File: config.mk
export PLATFORM = sky130hd
export DESIGN_NAME = alu_seq
export DESIGN_NICKNAME = d
export VERILOG_FILES = /design/src/rtl/alu_seq.sv
export SDC_FILE = /design/constraint.sdc
export NUM_CORES = 1
export LEC_CHECK = 0
export CAP_MARGIN = 20
export CORE_MARGIN = 10
export CORE_UTILIZATION = 42
export CTS_CLUSTER_SIZE = 8
export DETAILED_ROUTE_END_ITERATION = 12
export SLEW_MARGIN = 10
export SYNTH_ARGS = -nofsm -noshare
export SYNTH_HDL_FRONTEND = slang
export SYNTH_SLANG_ARGS = --single-unit
File: constraint.sdc
create_clock -name clk -period 3.85 [get_ports clk]
set_clock_uncertainty 0.1 [all_clocks]
set_input_delay 0.385 -clock clk [delete_from_list [all_inputs] [get_ports clk]]
set_output_delay 0.385 -clock clk [all_outputs]
set_load 0.05 [all_outputs]
File: src/rtl/alu_seq.sv
// Sequential ALU with valid/ready handshake, registered result and flags,
// saturating shifts and a shift-and-add multiplier that iterates WIDTH cycles.
module alu_seq #(
  parameter int WIDTH = 16,
  parameter int SH_W  = $clog2(WIDTH)
) (
  input  logic             clk,
  input  logic             rst,
  input  logic             in_valid,
  output logic             in_ready,
  input  logic [WIDTH-1:0] a,
  input  logic [WIDTH-1:0] b,
  input  logic [3:0]       op,
  output logic             out_valid,
  input  logic             out_ready,
  output logic [WIDTH-1:0] r,
  output logic             zero,
  output logic             carry,
  output logic             ovfl,
  output logic             busy
);

  localparam int CNT_W = $clog2(WIDTH + 1);
  localparam logic [WIDTH-1:0] WIDTH_LIM = WIDTH'(WIDTH);

  typedef enum logic [1:0] {IDLE, BUSY, HOLD} state_t;

  state_t               state, state_nx;
  logic                 accept, is_mul_op;
  logic [WIDTH:0]       sum, diff;
  logic [WIDTH-1:0]     res;
  logic                 res_c, res_v;
  logic [2*WIDTH-1:0]   mcand, acc, acc_nx;
  logic [WIDTH-1:0]     mplier, mul_res;
  logic                 mul_hi, mul_ov;
  logic [CNT_W-1:0]     cnt;
  logic                 last_iter;

  // Shift amounts of WIDTH or more saturate instead of wrapping on b[SH_W-1:0].
  function automatic logic [WIDTH-1:0] shift_sat(input logic [WIDTH-1:0] x,
                                                 input logic [WIDTH-1:0] amt,
                                                 input logic [1:0]       kind);
    logic signed [WIDTH-1:0] xs;
    logic [SH_W-1:0]         sh;
    logic                    big;
    xs  = x;
    sh  = amt[SH_W-1:0];
    big = (amt >= WIDTH_LIM);
    case (kind)
      2'd0:    shift_sat = big ? '0 : (x << sh);
      2'd1:    shift_sat = big ? '0 : (x >> sh);
      default: shift_sat = big ? {WIDTH{x[WIDTH-1]}} : $unsigned(xs >>> sh);
    endcase
  endfunction

  assign is_mul_op = (op == 4'b1000) || (op == 4'b1001);
  assign in_ready  = (state == IDLE) || ((state == HOLD) && out_ready);
  assign accept    = in_valid && in_ready;
  assign out_valid = (state == HOLD);
  assign busy      = (state == BUSY);
  assign last_iter = (state == BUSY) && (cnt == CNT_W'(1));

  always_comb begin
    sum   = {1'b0, a} + {1'b0, b};
    diff  = {1'b0, a} - {1'b0, b};
    res   = a;
    res_c = 1'b0;
    res_v = 1'b0;
    case (op)
      4'b0000: begin
        res   = sum[WIDTH-1:0];
        res_c = sum[WIDTH];
        res_v = (a[WIDTH-1] == b[WIDTH-1]) && (sum[WIDTH-1] != a[WIDTH-1]);
      end
      4'b0001: begin
        res   = diff[WIDTH-1:0];
        res_c = diff[WIDTH];
        res_v = (a[WIDTH-1] != b[WIDTH-1]) && (diff[WIDTH-1] != a[WIDTH-1]);
      end
      4'b0010: res = a | b;
      4'b0011: res = a & b;
      4'b0100: res = shift_sat(a, b, 2'd0);
      4'b0101: res = shift_sat(a, b, 2'd1);
      4'b0110: res = shift_sat(a, b, 2'd2);
      default: res = a;
    endcase
  end

  always_comb begin
    acc_nx  = acc + (mplier[0] ? mcand : '0);
    mul_res = mul_hi ? acc_nx[2*WIDTH-1:WIDTH] : acc_nx[WIDTH-1:0];
    mul_ov  = !mul_hi && (|acc_nx[2*WIDTH-1:WIDTH]);
  end

  always_comb begin
    state_nx = state;
    case (state)
      IDLE: if (in_valid) state_nx = is_mul_op ? BUSY : HOLD;
      BUSY: if (cnt == CNT_W'(1)) state_nx = HOLD;
      HOLD: begin
        if (out_ready) begin
          if (in_valid) state_nx = is_mul_op ? BUSY : HOLD;
          else          state_nx = IDLE;
        end
      end
      default: state_nx = IDLE;
    endcase
  end

  always_ff @(posedge clk) begin
    if (rst) state <= IDLE;
    else     state <= state_nx;
  end

  // Result/flag register: loaded on a single-cycle accept or the last multiply step.
  always_ff @(posedge clk) begin
    if (rst) begin
      r     <= '0;
      zero  <= 1'b1;
      carry <= 1'b0;
      ovfl  <= 1'b0;
      cnt   <= '0;
    end else if (accept) begin
      if (is_mul_op) begin
        cnt <= CNT_W'(WIDTH);
      end else begin
        r     <= res;
        zero  <= (res == '0);
        carry <= res_c;
        ovfl  <= res_v;
      end
    end else if (state == BUSY) begin
      cnt <= cnt - CNT_W'(1);
      if (last_iter) begin
        r     <= mul_res;
        zero  <= (mul_res == '0);
        carry <= 1'b0;
        ovfl  <= mul_ov;
      end
    end
  end

  // Multiplier datapath: operands are captured at accept, so later input changes are ignored.
  always_ff @(posedge clk) begin
    if (accept && is_mul_op) begin
      mcand  <= {{WIDTH{1'b0}}, a};
      mplier <= b;
      acc    <= '0;
      mul_hi <= op[0];
    end else if (state == BUSY) begin
      acc    <= acc_nx;
      mcand  <= mcand << 1;
      mplier <= mplier >> 1;
    end
  end

endmodule

==> results.json <==
{
  "diodes": 0,
  "cts-root-buf": "clkbuf_16",
  "relSlewSlack_pct": 57.5,
  "end_kind": "flop",
  "crit_type": "reg -> reg",
  "cts.htree.levels": 3,
  "cts-buffers-inserted": 9,
  "powerDensity_nw_per_um2": 360,
  "synth.area.top_cells": "dfxtp_1 14%, ha_1 10%, edfxtp_1 9.3%, o21ai_0 6.6%, nand2_1 6.2%",
  "fin_crit_ps": 3900,
  "num-nets-final": 1786,
  "slew_violations": 0,
  "path_cells": "and2_1, ha_2, fa_2, a21o_1, a311o_1, nand4b_1, a21oi_2, or4b_1, and3_4, mux2_4, or4_4, nor4_4, a31o_1",
  "ys_ff_latch": 107,
  "holdPathStages": 2,
  "r2r-end": "zero$_SDFFE_PP1P_",
  "synth_cells": 1408,
  "ant_nets": 0,
  "grt_pass1_wl_um": 65900,
  "grt_max_degree": 65,
  "die_h_um": 179,
  "yosys_most_used_dff": "dfxtp_1",
  "critPathSlowestCell": "or4b_1",
  "vias_per_cell": 5.82,
  "final_area_um2": 13800,
  "drive_above_1_share_pct": 21.6,
  "critPathLaunchType": "flop",
  "clk_pin_slew_ps": 90,
  "setup_violations": 1,
  "synth.avg_cell_area_um2": 7.56,
  "clock_sinks": 107,
  "regToRegSetupSlack_ps": -50,
  "rsz0062_at_grt": "true",
  "drt_iter0_drc": 995,
  "r2r_cells": 13,
  "pin_count": 62,
  "dpl-instance-area_um2": 13300,
  "wl_um": 43000,
  "dp_slack_ps": -269,
  "synth-async-reset-ratio_pct": 0,
  "grt_pass1_vias": 11500,
  "finalHoldViolations": 0,
  "cts_buffer_depth": 2,
  "cp_max_fo": 4,
  "grt_usage_pct": 26.7,
  "ir_drop_v": 0.000216,
  "worstHoldStart": "r[9]$_SDFFE_PP0P_",
  "yosys_warnings": 0,
  "cts_tree": "yes",
  "rows": 58,
  "synth_edf_count": 33,
  "clk_latency_ps": 380,
  "wl_per_cell_um": 21.6,
  "final.fill_count": 2422,
  "cp_data_arrival_time_ps": 4120,
  "synth_cell_types": 89,
  "leakagePower_nw": 5.96,
  "hold_end": "r[9]$_SDFFE_PP0P_",
  "gp_congestion": 0.995,
  "post-route-period-util_pct": 101,
  "min_path_type": "reg -> reg",
  "dieWidth_um": 179,
  "start_util_pct": 42.5,
  "cp.buffers_inverters": 0,
  "dieArea_um2": 32100,
  "dr.pass1.iters": 5,
  "drc": 0,
  "fmax_mhz": 256,
  "synth.top_cell.area_share_pct": 13.9,
  "cp.required_ps": 4070,
  "port_buffers": 61,
  "syn-num-nets": 1536,
  "worst-slew-pin-transition_ps": 632,
  "seq_area_frac_synth_pct": 23.2,
  "layout_setup_ws_ps": -52.3,
  "status": "complete, but fails checks",
  "maxCapViolCount": 0,
  "grt_overflow": 0,
  "antenna_found_initial": 3,
  "r2r-start": "mplier[0]$_DFFE_PP_",
  "setup_tns_ps": -52.3,
  "synthesis.area_um2": 10600,
  "fp.coreArea_um2": 25000,
  "cp_top_family": "simple AND/OR/NAND/NOR gates",
  "failed_checks": "negative setup slack",
  "max_stage_delay_ps": 490,
  "vias": 11600,
  "yosysTopAreaCell": "dfxtp_1",
  "area_delta_synth_final_pct": 30.1,
  "place_hpwl_um": 34600
}
per-layer routing:
metal / vias up / routed length (um) / global-route usage [%]
li1: 5635 / - / -
met1: 5495 / 17400 / 31.4
met2: 367 / 21600 / 47.8
met3: 104 / 2160 / 3.52
met4: 4 / 1800 / 10.9
met5: - / 25 / 0
state kept, by name (all words and copies together), names as in the netlist:
register  count
r            16
mul_hi        1
ovfl          1
cnt           5
mplier       16
zero          1
state         2
carry         1
acc          32
mcand        32
final cells by class:
cell class              instances  area (um^2)  area share (%)
multi-input cells            1146         7720            55.8
repair buffers                330         2680            19.4
flip-flops and latches        107         2470            17.9
well taps                     330          413            2.98
inverters                      64          240            1.74
clock buffers                   9          225            1.63
clock inverters                 7         83.8           0.606
layout by cell type (no fill, tap or decap), types with 14 or more instances in the layout:
cell type,instances
a211oi_1,16
a21o_1,17
a21oi_1,99
and2_1,41
buf_4,264
clkdlybuf4s50_1,60
dfxtp_1,74
edfxtp_1,33
ha_1,83
inv_1,60
mux2i_1,33
mux4_2,14
nand2_1,175
nand3_1,43
nor2_1,113
nor3_1,28
o211ai_1,15
o21ai_0,136
xnor2_1,18
xor2_1,19
power breakdown:
group / switching, W / total [W] / internal [W]
clock: 0.000554 / 0.00103 / 0.000474
combinational: 0.00140 / 0.00251 / 0.00112
sequential: 0.000118 / 0.00145 / 0.00133
total: 0.00207 / 0.00499 / 0.00292
how the worst max path moves through the flow:
stage | endpoint | slack [ps] | depth (start not counted) | from
floorplan | zero$_SDFFE_PP1P_ | 4 | 14 | mplier[0]$_DFFE_PP_
global placement | zero$_SDFFE_PP1P_ | -260 | 17 | a[0]
detailed placement | zero$_SDFFE_PP1P_ | -270 | 17 | a[0]
CTS | zero$_SDFFE_PP1P_ | -150 | 13 | mplier[0]$_DFFE_PP_
global route | zero$_SDFFE_PP1P_ | -190 | 13 | mplier[0]$_DFFE_PP_
finish | zero$_SDFFE_PP1P_ | -50 | 13 | mplier[0]$_DFFE_PP_
worst register-to-register path: cells and delay by family, from the launching register on:
kind                       cells  cell delay (ps)
DFF                            1              430
and+or+nand+nor                6             1640
AOI/OAI and AO/OA              4              880
adders and majority gates      2              560
muxes                          1              260
logic make-up after synthesis:
| family | after synthesis | share of synthesized area, % |
|---|---|---|
| DFF | 107 | 23.2 |
| buffers and inverters | 155 | 5.62 |
| and+or+nand+nor | 511 | 23.1 |
| muxes | 57 | 7.16 |
| adders and majority gates | 88 | 10.6 |
| xor gates and xnor gates | 41 | 3.37 |
| AOI/OAI and AO/OA | 449 | 26.9 |
per-stage QoR:
stage          cells  hold slack, ps  util, %  power [W]
6_report        1993             363     55.3    0.00499
5_1_grt         1993             390     55.3    0.00528
4_1_cts         1988             365     54.8    0.00492
3_5_place_dp    1972             352     53.3    0.00385
3_3_place_gp    1972             343     53.3    0.00384
2_1_floorplan   1408             332        -    0.00276
repair_timing:
action	in CTS	in global routing
setup buffers	0	5
resized for setup	14	20
cloned	0	0
endpoints found under the setup margin	3	3
hold buffers	0	0
pin swaps	1	13
cell usage after synthesis, drive strengths merged, types with 11 or more instances:
cell type / number
a211oi: 17
a21o: 18
a21oi: 105
a31oi: 11
and2: 42
and3: 12
buf: 15
clkbuf: 76
dfxtp: 74
edfxtp: 33
ha: 85
inv: 61
mux2i: 33
mux4: 14
nand2: 176
nand2b: 13
nand3: 43
nand4: 12
nor2: 114
nor2b: 11
nor3: 30
nor4: 14
o211ai: 15
o21ai: 143
o21bai: 11
o22ai: 13
xnor2: 21
xor2: 20
Power figures use the tool's default switching activity.
